==> src/rtl/sa_pkg.sv <==
// Shared types, constants and beat-generation helper for the unpool expander.
package sa_pkg;

    localparam int unsigned SA_OUTPUT_WIDTH = 14;
    localparam int unsigned LANE_WIDTH      = SA_OUTPUT_WIDTH / 2;
    localparam int unsigned FIFO_DEPTH      = 4;   // power of 2, >= 2
    localparam int unsigned WINDOW          = 4;   // 2x2 window
    localparam int unsigned IDX_WIDTH       = 4;
    localparam int unsigned PHASE_WIDTH     = $clog2(WINDOW);
    localparam int unsigned CNT_WIDTH       = $clog2(FIFO_DEPTH) + 1;

    typedef enum logic {
        FILL_REPLICATE = 1'b0,
        FILL_ZERO_IDX  = 1'b1
    } fill_mode_e;

    typedef enum logic {
        IDLE = 1'b0,
        EMIT = 1'b1
    } unpool_state_e;

    typedef struct packed {
        logic [SA_OUTPUT_WIDTH-1:0] data;
        logic [IDX_WIDTH-1:0]       idx;
        logic                       out_model;
        fill_mode_e                 fill_mode;
    } unpool_entry_t;

    // Beat for window position ph: replicate, or zero everywhere except the argmax slot(s).
    function automatic logic [SA_OUTPUT_WIDTH-1:0] gen_beat(input unpool_entry_t e,
                                                             input logic [PHASE_WIDTH-1:0] ph);
        logic [SA_OUTPUT_WIDTH-1:0] beat;
        logic [LANE_WIDTH-1:0]      hi;
        logic [LANE_WIDTH-1:0]      lo;
        beat = '0;
        hi   = '0;
        lo   = '0;
        if (e.fill_mode == FILL_REPLICATE) begin
            beat = e.data;
        end else if (e.out_model) begin
            if (ph == e.idx[PHASE_WIDTH-1:0]) beat = e.data;
        end else begin
            if (ph == e.idx[2*PHASE_WIDTH-1 -: PHASE_WIDTH]) hi = e.data[SA_OUTPUT_WIDTH-1 -: LANE_WIDTH];
            if (ph == e.idx[PHASE_WIDTH-1:0])                lo = e.data[LANE_WIDTH-1:0];
            beat = {hi, lo};
        end
        return beat;
    endfunction

endpackage

==> src/rtl/unpool_expander_if.sv <==
// Handshake/bus bundle between the unpool expander and its neighbours.
interface unpool_expander_if;
    import sa_pkg::*;

    logic                       unpool_enable;
    logic                       out_model;
    logic                       fill_mode;
    logic [SA_OUTPUT_WIDTH-1:0] in_data;
    logic [IDX_WIDTH-1:0]       in_idx;
    logic                       in_valid;
    logic                       in_ready;
    logic [SA_OUTPUT_WIDTH-1:0] out_data;
    logic                       out_valid;
    logic                       out_ready;
    logic                       out_last;
    logic [CNT_WIDTH-1:0]       fifo_count;

    // Upstream/downstream environment side
    modport master (
        output unpool_enable, out_model, fill_mode, in_data, in_idx, in_valid, out_ready,
        input  in_ready, out_data, out_valid, out_last, fifo_count
    );

    // Expander side
    modport slave (
        input  unpool_enable, out_model, fill_mode, in_data, in_idx, in_valid, out_ready,
        output in_ready, out_data, out_valid, out_last, fifo_count
    );

endinterface

==> src/rtl/unpool_fifo.sv <==
// Synchronous FIFO of captured pooled samples; extra pointer bit separates full from empty.
module unpool_fifo
    import sa_pkg::*;
#(
    parameter int unsigned DEPTH = FIFO_DEPTH
) (
    input  logic                   clk,
    input  logic                   rst_n,
    input  logic                   push_i,
    input  logic                   pop_i,
    input  logic                   flush_i,
    input  unpool_entry_t          din_i,
    output unpool_entry_t          dout_o,
    output logic                   full_o,
    output logic                   empty_o,
    output logic [$clog2(DEPTH):0] count_o
);

    localparam int unsigned PTR_W = $clog2(DEPTH);

    unpool_entry_t    mem_q [DEPTH];
    logic [PTR_W:0]   wr_ptr_q, wr_ptr_d;
    logic [PTR_W:0]   rd_ptr_q, rd_ptr_d;
    logic [PTR_W:0]   count_q,  count_d;
    logic             do_push;
    logic             do_pop;

    assign full_o  = (wr_ptr_q[PTR_W] != rd_ptr_q[PTR_W]) &&
                     (wr_ptr_q[PTR_W-1:0] == rd_ptr_q[PTR_W-1:0]);
    assign empty_o = (wr_ptr_q == rd_ptr_q);
    assign do_push = push_i && !full_o && !flush_i;
    assign do_pop  = pop_i && !empty_o && !flush_i;
    assign dout_o  = mem_q[rd_ptr_q[PTR_W-1:0]];
    assign count_o = count_q;

    // Pointer and occupancy next-state; flush wins over any push/pop.
    always_comb begin
        wr_ptr_d = wr_ptr_q;
        rd_ptr_d = rd_ptr_q;
        count_d  = count_q;
        if (flush_i) begin
            wr_ptr_d = '0;
            rd_ptr_d = '0;
            count_d  = '0;
        end else begin
            if (do_push) wr_ptr_d = wr_ptr_q + (PTR_W+1)'(1);
            if (do_pop)  rd_ptr_d = rd_ptr_q + (PTR_W+1)'(1);
            case ({do_push, do_pop})
                2'b10:   count_d = count_q + (PTR_W+1)'(1);
                2'b01:   count_d = count_q - (PTR_W+1)'(1);
                default: count_d = count_q;
            endcase
        end
    end

    // Pointer/occupancy registers.
    always_ff @(posedge clk or negedge rst_n) begin
        if (!rst_n) begin
            wr_ptr_q <= '0;
            rd_ptr_q <= '0;
            count_q  <= '0;
        end else begin
            wr_ptr_q <= wr_ptr_d;
            rd_ptr_q <= rd_ptr_d;
            count_q  <= count_d;
        end
    end

    // Storage array; contents are don't-care until written.
    always_ff @(posedge clk) begin
        if (do_push) mem_q[wr_ptr_q[PTR_W-1:0]] <= din_i;
    end

endmodule

==> src/rtl/unpool_expander.sv <==
// Re-expands each pooled sample into a WINDOW-beat stream (replicate or argmax zero-fill).
module unpool_expander
    import sa_pkg::*;
(
    input  logic               clk,
    input  logic               reset,
    unpool_expander_if.slave   bus
);

    unpool_state_e              state_q, state_d;
    logic [PHASE_WIDTH-1:0]     phase_q, phase_d;
    unpool_entry_t              hold_q, hold_d;
    logic [SA_OUTPUT_WIDTH-1:0] out_data_q, out_data_d;
    logic                       out_valid_q, out_valid_d;
    logic                       out_last_q, out_last_d;
    logic                       alive_q;

    unpool_entry_t              push_entry;
    unpool_entry_t              head_entry;
    logic                       fifo_push;
    logic                       fifo_pop;
    logic                       fifo_flush;
    logic                       fifo_full;
    logic                       fifo_empty;
    logic                       beat_accept;
    logic                       last_phase;

    // alive_q keeps in_ready low while reset is asserted.
    assign bus.in_ready = bus.unpool_enable && !fifo_full && alive_q;
    assign fifo_push    = bus.in_valid && bus.in_ready;
    assign fifo_flush   = !bus.unpool_enable;
    assign beat_accept  = out_valid_q && bus.out_ready;
    assign last_phase   = (phase_q == PHASE_WIDTH'(WINDOW - 1));

    assign push_entry = '{data:      bus.in_data,
                          idx:       bus.in_idx,
                          out_model: bus.out_model,
                          fill_mode: fill_mode_e'(bus.fill_mode)};

    assign bus.out_data  = out_data_q;
    assign bus.out_valid = out_valid_q;
    assign bus.out_last  = out_last_q;

    unpool_fifo #(
        .DEPTH (FIFO_DEPTH)
    ) u_fifo (
        .clk     (clk),
        .rst_n   (reset),
        .push_i  (fifo_push),
        .pop_i   (fifo_pop),
        .flush_i (fifo_flush),
        .din_i   (push_entry),
        .dout_o  (head_entry),
        .full_o  (fifo_full),
        .empty_o (fifo_empty),
        .count_o (bus.fifo_count)
    );

    // Output-stage FSM; outputs are precomputed from next state so they come straight from flops.
    always_comb begin
        state_d     = state_q;
        phase_d     = phase_q;
        hold_d      = hold_q;
        fifo_pop    = 1'b0;
        out_valid_d = 1'b0;
        out_data_d  = '0;
        out_last_d  = 1'b0;
        if (bus.unpool_enable) begin
            case (state_q)
                IDLE: begin
                    if (!fifo_empty) begin
                        fifo_pop = 1'b1;
                        hold_d   = head_entry;
                        phase_d  = '0;
                        state_d  = EMIT;
                    end
                end
                EMIT: begin
                    if (beat_accept) begin
                        if (last_phase) begin
                            phase_d = '0;
                            if (!fifo_empty) begin
                                // Back-to-back window, no bubble
                                fifo_pop = 1'b1;
                                hold_d   = head_entry;
                            end else begin
                                state_d = IDLE;
                            end
                        end else begin
                            phase_d = phase_q + PHASE_WIDTH'(1);
                        end
                    end
                end
                default: state_d = IDLE;
            endcase
            out_valid_d = (state_d == EMIT);
            out_data_d  = out_valid_d ? gen_beat(hold_d, phase_d) : '0;
            out_last_d  = out_valid_d && (phase_d == PHASE_WIDTH'(WINDOW - 1));
        end else begin
            // Disabled: discard the window in flight and idle
            state_d = IDLE;
            phase_d = '0;
        end
    end

    // State and registered outputs.
    always_ff @(posedge clk or negedge reset) begin
        if (!reset) begin
            state_q     <= IDLE;
            phase_q     <= '0;
            hold_q      <= '0;
            out_data_q  <= '0;
            out_valid_q <= 1'b0;
            out_last_q  <= 1'b0;
            alive_q     <= 1'b0;
        end else begin
            state_q     <= state_d;
            phase_q     <= phase_d;
            hold_q      <= hold_d;
            out_data_q  <= out_data_d;
            out_valid_q <= out_valid_d;
            out_last_q  <= out_last_d;
            alive_q     <= 1'b1;
        end
    end

endmodule

==> src/flat_wrapper.sv <==
// flat-port wrapper written by rule: the top's interface ports become plain ports
module unpool_expander_flat import sa_pkg::*;
  (clk, reset, bus_unpool_enable, bus_out_model, bus_fill_mode, bus_in_data, bus_in_idx, bus_in_valid, bus_out_ready, bus_in_ready, bus_out_data, bus_out_valid, bus_out_last, bus_fifo_count);
  unpool_expander_if bus_i ();
  input  logic clk;
  input  logic reset;
  input wire logic [$bits(bus_i.unpool_enable)-1:0] bus_unpool_enable;
  input wire logic [$bits(bus_i.out_model)-1:0] bus_out_model;
  input wire logic [$bits(bus_i.fill_mode)-1:0] bus_fill_mode;
  input wire logic [$bits(bus_i.in_data)-1:0] bus_in_data;
  input wire logic [$bits(bus_i.in_idx)-1:0] bus_in_idx;
  input wire logic [$bits(bus_i.in_valid)-1:0] bus_in_valid;
  input wire logic [$bits(bus_i.out_ready)-1:0] bus_out_ready;
  output wire logic [$bits(bus_i.in_ready)-1:0] bus_in_ready;
  output wire logic [$bits(bus_i.out_data)-1:0] bus_out_data;
  output wire logic [$bits(bus_i.out_valid)-1:0] bus_out_valid;
  output wire logic [$bits(bus_i.out_last)-1:0] bus_out_last;
  output wire logic [$bits(bus_i.fifo_count)-1:0] bus_fifo_count;
  assign bus_i.unpool_enable = bus_unpool_enable;
  assign bus_i.out_model = bus_out_model;
  assign bus_i.fill_mode = bus_fill_mode;
  assign bus_i.in_data = bus_in_data;
  assign bus_i.in_idx = bus_in_idx;
  assign bus_i.in_valid = bus_in_valid;
  assign bus_i.out_ready = bus_out_ready;
  assign bus_in_ready = bus_i.in_ready;
  assign bus_out_data = bus_i.out_data;
  assign bus_out_valid = bus_i.out_valid;
  assign bus_out_last = bus_i.out_last;
  assign bus_fifo_count = bus_i.fifo_count;
  unpool_expander u_core (.clk(clk), .reset(reset), .bus(bus_i));
endmodule
==> config.mk <==
export PLATFORM = sky130hd
export DESIGN_NAME = unpool_expander_flat
export DESIGN_NICKNAME = d
export VERILOG_FILES = /design/src/rtl/sa_pkg.sv /design/src/rtl/unpool_expander_if.sv /design/src/rtl/unpool_fifo.sv /design/src/rtl/unpool_expander.sv /design/src/flat_wrapper.sv
export SDC_FILE = /design/constraint.sdc
export NUM_CORES = 1
export LEC_CHECK = 0
export ABC_AREA = 1
export CAP_MARGIN = 20
export CORE_ASPECT_RATIO = 0.8
export CORE_MARGIN = 2
export CORE_UTILIZATION = 45
export CTS_CLUSTER_SIZE = 10
export DETAILED_ROUTE_END_ITERATION = 7
export PLACE_DENSITY = 0.67
export SYNTH_ARGS = -nofsm -noshare
export SYNTH_HDL_FRONTEND = slang
export SYNTH_SLANG_ARGS = --single-unit
==> constraint.sdc <==
create_clock -name clk -period 2.34 [get_ports clk]
set_clock_uncertainty 0.1 [all_clocks]
set_input_delay 0.468 -clock clk [delete_from_list [all_inputs] [get_ports clk]]
set_output_delay 0.468 -clock clk [all_outputs]
set_load 0.02 [all_outputs]
==> impl_metrics.py <==
metrics = {
    "run_status": {
        "outcome": "finished, final reports clean",
    },
    "synth": {
        "synth.ff_latch_count": 128,
        "mappedNetlistNets": 590,
        "ys_warn_count": 0,
        "synth_commonest_cells": "152 x nand2_1, 80 x edfxtp_1, 61 x o21ai_0, 50 x nor2_1, 48 x dfrtp_1",
        "synthFlopType": "edfxtp_1",
        "synth_edf_count": 80,
        "synth_top_area_frac": 0.429,
        "async_reset_ff_frac": 0.375,
        "synth_seq_area_share": 0.644,
        "post_synth_num_cell_types": 32,
        "synth_area_leader_cell": "edfxtp_1",
        "synthesis.area_mm2": 0.00560,
        "post_synth_inst_count": 558,
        "synth.top_cells.by_area": "edfxtp_1 43%, dfrtp_1 21%, nand2_1 10%, o21ai_0 5.5%, nor2_1 3.4%",
        "yosys.cell_count.top_type": "nand2_1",
        "avgSynthCellArea_um2": 10.0,
    },
    "clock_network": {
        "cts.clk_slew.worst_paths_ns": 0.06,
        "cts_max_level": 4,
        "clk_latency_ns": 0.42,
        "cts_max_path_buffers": 2,
        "numClockSinks": 128,
        "tritoncts": "yes",
        "cts_inserted_buffers": 17,
        "cts_root_buffer": "clkbuf_16",
    },
    "layout": {
        "seq_area_mm2": 0.00360,
        "layout.core_utilization": 0.566,
        "num-nets-final": 653,
        "syn2layout_area_growth_pct": 22.9,
        "layout.cells.non_filler": 786,
        "fillCellCount": 1034,
        "drive_gt1_frac": 0.137,
        "antenna-diode-count": 0,
        "area_taken_by_multi_input_logic_gates_mm2": 0.00168,
    },
    "critical_path": {
        "cp_data_arrival_time_ns": 2.37,
        "crit_path_end_kind": "flip-flop",
        "cp_required_ns": 2.53,
        "criticalPathCategory": "flip-flop to flip-flop",
        "reg2reg_depth": 14,
        "critPathMaxFanout": 5,
        "setup.worst_path.start_class": "flip-flop",
    },
    "global_routing": {
        "groute.usage.overall": 0.183,
        "global_route.usage.met2": 0.273,
        "grt_pass1_vias": 3872,
        "grt_antenna_before_repair": 0,
        "gr-max-usage-layer": "met2",
        "globalRouteMet1Util": 0.257,
        "grt_util_met3": 0.0537,
        "grt_pass1_wl_um": 18900,
        "global_route.overflow_total": 0,
        "grt_start_max_net_pins": 47,
    },
    "sta": {
        "timing.slew.headroom": 0.633,
        "grt_setup_unrepaired": "no",
        "clock.fmax_mhz": 459,
        "hold_violations": 0,
        "holdWs_ns": 0.369,
        "tightest_slew_ns": 0.550,
        "timing.final.max_slew_violations": 0,
        "report.final.setup_viol": 0,
        "period_needed_ns": 2.18,
        "period_share": 0.932,
    },
    "floorplan": {
        "floorplan.initialDensity": 0.460,
        "core-area_mm2": 0.0122,
        "floorplan.io_pins": 45,
        "rows": 36,
        "die_height_um": 104,
        "die_w_um": 129,
        "floorplan.die_area_mm2": 0.0133,
    },
    "placement": {
        "portBuffers": 44,
        "routability_congestion_estimate_from_global_placement": 0.793,
        "place_hpwl_um": 7270,
        "place.detailed.instances": 751,
    },
    "routing": {
        "num_vias": 4000,
        "postRouteWirelength_um": 11400,
        "dr.pass1.iters": 5,
        "detail_route.vias_per_cell": 5.09,
        "drt-wirelength-per-cell_um": 14.4,
        "final_antenna_net_count": 0,
        "drt_iter0_drc": 318,
        "drcViolationCount": 0,
    },
    "min_path": {
        "min_delay_path_depth": 2,
        "hold_path.class": "flip-flop to flip-flop",
    },
    "power_and_ir_drop": {
        "vdd_drop_max_v": 0.000614,
        "p_total_w": 0.00824,
        "power-per-cell-area_mw_per_mm2": 1200,
        "p_leak_nw": 2.92,
    },
    "flow_run": {
        "max-cap-violations": 0,
    },
}
area by class of cell:
type | instances | area share
well taps | 152 | 0.0276
repair buffers | 68 | 0.0975
multi-input cells | 354 | 0.244
flip-flops and latches | 128 | 0.524
clock buffers | 18 | 0.0624
inverters | 52 | 0.0287
clock inverters | 14 | 0.0156
repair_timing:
item	4_1_cts	5_1_grt
hold buffers	1	0
pin swaps	1	1
hold endpoints to repair	22	0
setup endpoints to repair	1	15
gates resized for setup	2	6
buffers inserted	2	0
cell families after synthesis:
logic type | synth area share
compound gates | 0.0843
xor+xnor | 0.00470
fa+ha+maj | 0.0170
buf+inv | 0.0579
flops | 0.644
other cells | 0.000670
simple gates | 0.191
sequential cells by signal (all words and copies together), names as in the netlist:
signal and count:
u_core.bus.out_data 14, u_core.u_fifo.count_o 3, u_core.u_fifo.wr_ptr_q 3, u_core.u_fifo.rd_ptr_q 3
u_core.phase_q 2, u_core.bus.out_last 1, u_core.hold_q 20, u_core.alive_q 1
u_core.state_q 1, u_core.u_fifo.mem_q 80
placed cells by master (no fill, tap or decap), types with 2 or more instances in the layout:
master,n
a21oi_1,3
buf_12,4
buf_4,17
buf_6,2
clkbuf_16,17
clkdlybuf4s50_1,42
clkinv_2,3
clkinv_4,4
clkinvlp_4,3
dfrtp_1,48
edfxtp_1,80
ha_1,6
inv_1,44
inv_2,6
inv_6,4
nand2_1,151
nand2_2,8
nand2_4,2
nand3_1,30
nor2_1,49
nor2_2,10
o21ai_0,61
o21ai_1,8
o22ai_1,15
metrics by stage:
step	setup slack (ns)	cell area (µm²)	TNS, ns
after CTS	0.0272	6870	0
after floorplan	-0.138	5600	-8.25
after global routing	0.00694	6880	0
final	0.159	6880	0
after detailed placement	-0.169	6300	-0.234
after global placement	-0.0729	6300	-0.106
report_power, final:
part	switching, W	internal (W)
Clock	0.000981	0.00136
Sequential	0.000173	0.00275
Combinational	0.00191	0.00107
worst paths after layout:
| path | start | end | slack (ns) |
|---|---|---|---|
| max | u_core.u_fifo.wr_ptr_q[1] | u_core.u_fifo.count_o[2] | 0.16 |
| min | u_core.hold_q[1] | u_core.hold_q[1] | 0.37 |
| max reg2reg | u_core.u_fifo.wr_ptr_q[1] | u_core.u_fifo.count_o[2] | 0.16 |
| min reg2reg | u_core.hold_q[1] | u_core.hold_q[1] | 0.37 |
| max in group asynchronous | reset | u_core.hold_q[9] | 1.05 |
| min in group asynchronous | reset | u_core.u_fifo.wr_ptr_q[0] | 0.48 |
critical path: stages, from the launching register on:
cell,delay (ns)
dfrtp_1,0.42
inv_2,0.11
nand2_1,0.06
nand2_1,0.08
nor2_2,0.05
nand3_1,0.07
nand3_1,0.08
inv_2,0.09
nand2_2,0.06
nand2_2,0.08
inv_1,0.05
fa_1,0.40
xnor2_2,0.16
xnor2_1,0.17
o21ai_1,0.08
routing by layer:
metal	vias to the layer above	wire length (µm)
met3	7	607
met5	-	0
met4	0	84
met2	115	5230
li1	1967	-
met1	1911	5430
Power figures use the tool's default switching activity.
